`config.mk`:
```
export PLATFORM = sky130hd
export DESIGN_NAME = uk101_ps2_rx
export DESIGN_NICKNAME = d
export VERILOG_FILES = /design/src/rtl/uk101_ps2_rx_pkg.sv /design/src/rtl/uk101_ps2_filter.sv /design/src/rtl/uk101_ps2_rx.sv
export SDC_FILE = /design/constraint.sdc
export NUM_CORES = 1
export LEC_CHECK = 0
export CAP_MARGIN = 5
export CELL_PAD_IN_SITES_DETAIL_PLACEMENT = 2
export CELL_PAD_IN_SITES_GLOBAL_PLACEMENT = 2
export CORE_MARGIN = 2
export CORE_UTILIZATION = 35
export CTS_CLUSTER_SIZE = 8
export DETAILED_ROUTE_END_ITERATION = 10
export GPL_TIMING_DRIVEN = 1
export PLACE_DENSITY_LB_ADDON = 0.1
export RECOVER_POWER = 25
export SLEW_MARGIN = 30
export SYNTH_ARGS = -nofsm -noshare
export SYNTH_HDL_FRONTEND = slang
export SYNTH_SLANG_ARGS = --single-unit
```
`constraint.sdc`:
```
create_clock -name clk -period 4.5 [get_ports clk]
set_input_delay 0.9 -clock clk [delete_from_list [all_inputs] [get_ports clk]]
set_output_delay 0.9 -clock clk [all_outputs]
set_load 0.02 [all_outputs]
```
`src/rtl/uk101_ps2_rx_pkg.sv`:
```
// UK101 PS/2 keyboard receiver: shared constants
// and FSM state encoding.
package uk101_ps2_rx_pkg;

  localparam logic [7:0] PS2_PREFIX_EXT   = 8'hE0;
  localparam logic [7:0] PS2_PREFIX_BREAK = 8'hF0;
  localparam int         PS2_FRAME_BITS   = 11;

  // start + parity + stop surround the data bits
  localparam int PS2_DATA_BITS = PS2_FRAME_BITS - 3;

  typedef enum logic [1:0] {
    IDLE,
    DATA,
    PARITY,
    STOP
  } ps2_state_e;

  function automatic logic ps2_odd_ok(
    input logic [7:0] b,
    input logic       p
  );
    return ^{b, p};
  endfunction

endpackage

```
`src/rtl/uk101_ps2_filter.sv`:
```
// Two-flop synchroniser with an optional
// level filter for the raw PS/2 lines.
module uk101_ps2_filter #(
  parameter int FILTER_LEN = 8,
  parameter bit FILTER_EN  = 1'b1
) (
  input  logic clk,
  input  logic reset,
  input  logic d_i,
  output logic q_o
);

  logic [1:0] sync_q;

  always_ff @(posedge clk or posedge reset) begin
    if (reset) sync_q <= 2'b11;
    else       sync_q <= {sync_q[0], d_i};
  end

  generate
    if (FILTER_EN) begin : g_filt
      localparam int CW =
        (FILTER_LEN > 1) ? $clog2(FILTER_LEN) : 1;

      logic          level_q, level_d;
      logic [CW-1:0] cnt_q, cnt_d;

      // count consecutive samples that disagree
      // with the accepted level
      always_comb begin
        level_d = level_q;
        cnt_d   = '0;
        if (sync_q[1] != level_q) begin
          if (cnt_q == CW'(FILTER_LEN - 1))
            level_d = sync_q[1];
          else
            cnt_d = cnt_q + 1'b1;
        end
      end

      always_ff @(posedge clk or posedge reset) begin
        if (reset) begin
          level_q <= 1'b1;
          cnt_q   <= '0;
        end else begin
          level_q <= level_d;
          cnt_q   <= cnt_d;
        end
      end

      assign q_o = level_q;
    end else begin : g_raw
      assign q_o = sync_q[1];
    end
  endgenerate

endmodule

```
`src/rtl/uk101_ps2_rx.sv`:
```
// UK101 PS/2 receiver: frames keyboard bytes and
// folds E0/F0 prefixes into extended/released.
module uk101_ps2_rx
  import uk101_ps2_rx_pkg::*;
#(
  parameter int clk_mhz    = 25,
  parameter int timeout_us = 200,
  parameter int filter_len = 8
) (
  input  logic       clk,
  input  logic       reset,
  input  logic       ps2clk,
  input  logic       ps2data,
  output logic [7:0] scancode,
  output logic       extended,
  output logic       released,
  output logic       valid,
  output logic       error
);

  localparam int TMO_CYC = clk_mhz * timeout_us;
  localparam int TW      = $clog2(TMO_CYC + 1);

  logic clk_f;
  logic data_s;
  logic fclk_prev_q;
  logic fall;

  ps2_state_e state_q, state_d;

  logic [2:0]    bitcnt_q, bitcnt_d;
  logic [7:0]    shift_q, shift_d;
  logic          par_q, par_d;
  logic [TW-1:0] tmo_q, tmo_d;
  logic          pend_ext_q, pend_ext_d;
  logic          pend_brk_q, pend_brk_d;
  logic [7:0]    code_q, code_d;
  logic          ext_q, ext_d;
  logic          rel_q, rel_d;
  logic          valid_q, valid_d;
  logic          error_q, error_d;

  uk101_ps2_filter #(
    .FILTER_LEN (filter_len),
    .FILTER_EN  (1'b1)
  ) u_clk_filt (
    .clk   (clk),
    .reset (reset),
    .d_i   (ps2clk),
    .q_o   (clk_f)
  );

  uk101_ps2_filter #(
    .FILTER_LEN (filter_len),
    .FILTER_EN  (1'b0)
  ) u_dat_sync (
    .clk   (clk),
    .reset (reset),
    .d_i   (ps2data),
    .q_o   (data_s)
  );

  assign fall = fclk_prev_q & ~clk_f;

  always_comb begin
    state_d    = state_q;
    bitcnt_d   = bitcnt_q;
    shift_d    = shift_q;
    par_d      = par_q;
    pend_ext_d = pend_ext_q;
    pend_brk_d = pend_brk_q;
    code_d     = code_q;
    ext_d      = ext_q;
    rel_d      = rel_q;
    valid_d    = 1'b0;
    error_d    = 1'b0;

    if (fall)
      tmo_d = '0;
    else if (tmo_q == TW'(TMO_CYC))
      tmo_d = tmo_q;
    else
      tmo_d = tmo_q + 1'b1;

    if (fall) begin
      unique case (state_q)
        IDLE: begin
          if (!data_s) begin
            state_d  = DATA;
            bitcnt_d = '0;
          end
        end
        DATA: begin
          shift_d  = {data_s, shift_q[7:1]};
          bitcnt_d = bitcnt_q + 1'b1;
          if (bitcnt_q == 3'(PS2_DATA_BITS - 1))
            state_d = PARITY;
        end
        PARITY: begin
          par_d   = data_s;
          state_d = STOP;
        end
        STOP: begin
          state_d = IDLE;
          if (ps2_odd_ok(shift_q, par_q) && data_s) begin
            if (shift_q == PS2_PREFIX_EXT) begin
              pend_ext_d = 1'b1;
            end else if (shift_q == PS2_PREFIX_BREAK) begin
              pend_brk_d = 1'b1;
            end else begin
              code_d     = shift_q;
              ext_d      = pend_ext_q;
              rel_d      = pend_brk_q;
              valid_d    = 1'b1;
              pend_ext_d = 1'b0;
              pend_brk_d = 1'b0;
            end
          end else begin
            error_d    = 1'b1;
            pend_ext_d = 1'b0;
            pend_brk_d = 1'b0;
          end
        end
        default: state_d = IDLE;
      endcase
    end else if (state_q != IDLE &&
                 tmo_q == TW'(TMO_CYC)) begin
      // keyboard stalled mid-frame: drop it
      state_d    = IDLE;
      error_d    = 1'b1;
      pend_ext_d = 1'b0;
      pend_brk_d = 1'b0;
    end
  end

  always_ff @(posedge clk or posedge reset) begin
    if (reset) begin
      fclk_prev_q <= 1'b1;
      state_q     <= IDLE;
      bitcnt_q    <= '0;
      shift_q     <= '0;
      par_q       <= 1'b0;
      tmo_q       <= '0;
      pend_ext_q  <= 1'b0;
      pend_brk_q  <= 1'b0;
      code_q      <= '0;
      ext_q       <= 1'b0;
      rel_q       <= 1'b0;
      valid_q     <= 1'b0;
      error_q     <= 1'b0;
    end else begin
      fclk_prev_q <= clk_f;
      state_q     <= state_d;
      bitcnt_q    <= bitcnt_d;
      shift_q     <= shift_d;
      par_q       <= par_d;
      tmo_q       <= tmo_d;
      pend_ext_q  <= pend_ext_d;
      pend_brk_q  <= pend_brk_d;
      code_q      <= code_d;
      ext_q       <= ext_d;
      rel_q       <= rel_d;
      valid_q     <= valid_d;
      error_q     <= error_d;
    end
  end

  assign scancode = code_q;
  assign extended = ext_q;
  assign released = rel_q;
  assign valid    = valid_q;
  assign error    = error_q;

endmodule

```
==> results.cfg <==
[routing]
first_pass_iters = 3
drt_wl_total_microns = 4860
drtIter0Drc = 29
ant_nets = 0
post_drt_wl_per_cell_microns = 17.4
vias_per_cell = 5.09
post-route-drc-count = 0
num_vias = 1426

[power_and_ir_drop]
powerDensity_nw_per_um2 = 462
peakVddDrop_mv = 0.162
leakagePower_nw = 1.22
power.total_mw = 1.21

[timing]
worst_pin_slew_ns = 2.24
final_max_slew_viol_count = 51
period_needed_ns = 2.98
finalCritPeriodShare = 0.662
worst_clock_skew_ns = 0.00814
grt_setup_unrepaired = no
relSlewSlack = -0.499
setup_viol = 0
layout_setup_ws_ns = 1.52
hold_viol_final = 0
max_freq_mhz = 336
finalSetupTns_ns = 0
hold_ws_ns = 0.359

[synth]
synth_edf_count = 0
ys_types = 37
synth_top_area_share = 0.482
synth_top_cell_by_area = dfrtp_1
synth.avg_cell_area_sq_um = 12.5
synth.most_common_cell = dfrtp_1
netlist_area_sq_um = 2280
yosys-top-cells-count = dfrtp_1 (44), nor2_1 (17), nand2_1 (12), xnor2_1 (12), ha_1 (11)
ys_seq_elements = 50
async_reset_ff_frac = 1.00
synth.net_count = 197
synth-main-ff-cell = dfrtp_1
synthCells = 182
synth.top_cells.by_area = dfrtp_1 (48%), dfstp_2 (6.9%), ha_1 (6.0%)
ys_seq_area_frac = 0.551
yosysWarnings = 0

[place]
pre_cts_ws_ns = 1.93
io_buffer_count = 15
gp_congestion = 0.724
dp.final_hpwl_microns = 3460
placed_area_sq_um = 2520

[cells_and_area]
layout-drive-gt1-share = 0.123
num-nets-final = 217
area_growth_pct = 15.0
final_area_sq_um = 2630
diodes = 0

[floorplan]
core_sq_um = 6310
initial_core_util = 0.362
die_w_microns = 84.8
die_h_microns = 84.8
ioPinCount = 16
die-area_sq_um = 7190
rows = 29

[clock_tree]
ctsHoldBuffers = 0
tritoncts = built
clockBufferDepth = 2
cts_resized = 0
h-tree-depth = 2
clockRootBuffer = clkbuf_8
path_clk_slew_ns = 0.09
cts.sinks = 50
cts_buffers = 5
cts_setup_buffers = 0
clk_latency_ns = 0.31

[worst_setup_path]
cp-start-kind = register
cp_data_required_time_ns = 4.70
cp-end-kind = register
worst-r2r-cell-count = 5
critPathMaxFanout = 22
reg2reg_slack_ns = 1.52
worstSetupPathType = register to register
cp.depth = 5
path_buf_inv = 1
crit_path_top_delay_cell = nor4_4
critPathTopFamily = simple AND/OR/NAND/NOR gates
slowest_delay_ns = 0.83
cp_cell_sequence = nor2b_1 -> clkbuf_1 -> nand2_1 -> nor4_4 -> mux2_1
arrival_ns = 3.18

[hold_path]
hold_depth = 0
hold_path.class = register to register

[run_status]
status = finished, violations left
violations = capacitance limit, slew limit

[grt]
antenna_found_initial = 0
grt_pass1_wl_microns = 8320
grt_pass1_vias = 1643
overflow = 0
grt_start_max_net_pins = 51
grt_use_total = 0.152

[job]
cap_viol_max_count = 1
worst reg2reg max path, cell delays in order (launching register included):
cell	delay, ns
dfstp_2	0.52
nor2b_1	0.11
clkbuf_1	0.74
nand2_1	0.29
nor4_4	0.83
mux2_1	0.38
cells by family after synthesis:
kind of cell               after synthesis  share of synthesized area
xor gates and xnor gates                20                     0.0866
adders and majority gates               11                     0.0603
muxes                                   17                     0.0953
and+or+nand+nor                         53                      0.124
DFF                                     50                      0.551
buffers and inverters                   13                     0.0247
AOI/OAI and AO/OA                       18                     0.0575
power breakdown:
| group | leakage (nW) | switching (mW) | total [mW] | internal (mW) |
|---|---|---|---|---|
| Combinational | 0.504 | 0.174 | 0.303 | 0.130 |
| Sequential | 0.662 | 0.0700 | 0.596 | 0.526 |
| Clock | 0.0579 | 0.149 | 0.313 | 0.164 |
metal layers:
layer / up-vias / share of wire / GRT usage
li1: 664 / - / -
met1: 742 / 0.40 / 0.166
met2: 14 / 0.57 / 0.283
met3: 6 / 0.021 / 0.0383
met4: 0 / 0.015 / 0.0519
met5: - / 0 / 0
placed cells by master, fill, tap and decap left out, types with 3 or more instances in the layout:
master / n
xnor2_1: 12
nor2b_1: 4
xor2_1: 6
dfstp_2: 5
nand2_1: 12
dlygate4sd3_1: 3
nor2_1: 17
and3_1: 7
clkbuf_8: 5
mux2_4: 7
inv_1: 9
nand3_1: 3
mux2_1: 9
o21ai_1: 6
ha_1: 11
clkdlybuf4s50_1: 12
dfrtp_1: 44
final cells by class:
cell class	count	area (sq um)
Timing Repair Buffer	16	154
Inverter	10	38.8
Fill cell	665	3690
Sequential cell	50	1260
Multi-Input combinational cell	119	968
Clock buffer	5	68.8
Clock inverter	3	40.0
Tap cell	77	96.3
sequential cells by signal, indices dropped and copies added, names as in the netlist, 2 cells and up:
register                 flops
tmo_q                       13
shift_q                      8
bitcnt_q                     3
u_clk_filt.g_filt.cnt_q      3
state_q                      2
scancode                     8
u_clk_filt.sync_q            2
u_dat_sync.sync_q            2
worst paths after layout:
kind | start | to
worst max-delay path | fclk_prev_q$_DFF_PP1_ | extended$_DFFE_PP0P_
worst max register to register | fclk_prev_q$_DFF_PP1_ | extended$_DFFE_PP0P_
min in group asynchronous | reset | pend_brk_q$_DFFE_PP0P_
worst min-delay path | u_clk_filt.sync_q[0]$_DFF_PP1_ | u_clk_filt.sync_q[1]$_DFF_PP1_
max in group asynchronous | reset | shift_q[7]$_DFFE_PP0P_
worst min register to register | u_clk_filt.sync_q[0]$_DFF_PP1_ | u_clk_filt.sync_q[1]$_DFF_PP1_
metrics by stage:
step / std cells / util
final: 280 / 0.416
after global routing: 280 / 0.416
after CTS: 280 / 0.417
after detailed placement: 272 / 0.399
after global placement: 272 / 0.399
after floorplan: 182 / -
No activity file was read; power rests on OpenSTA's default activity.
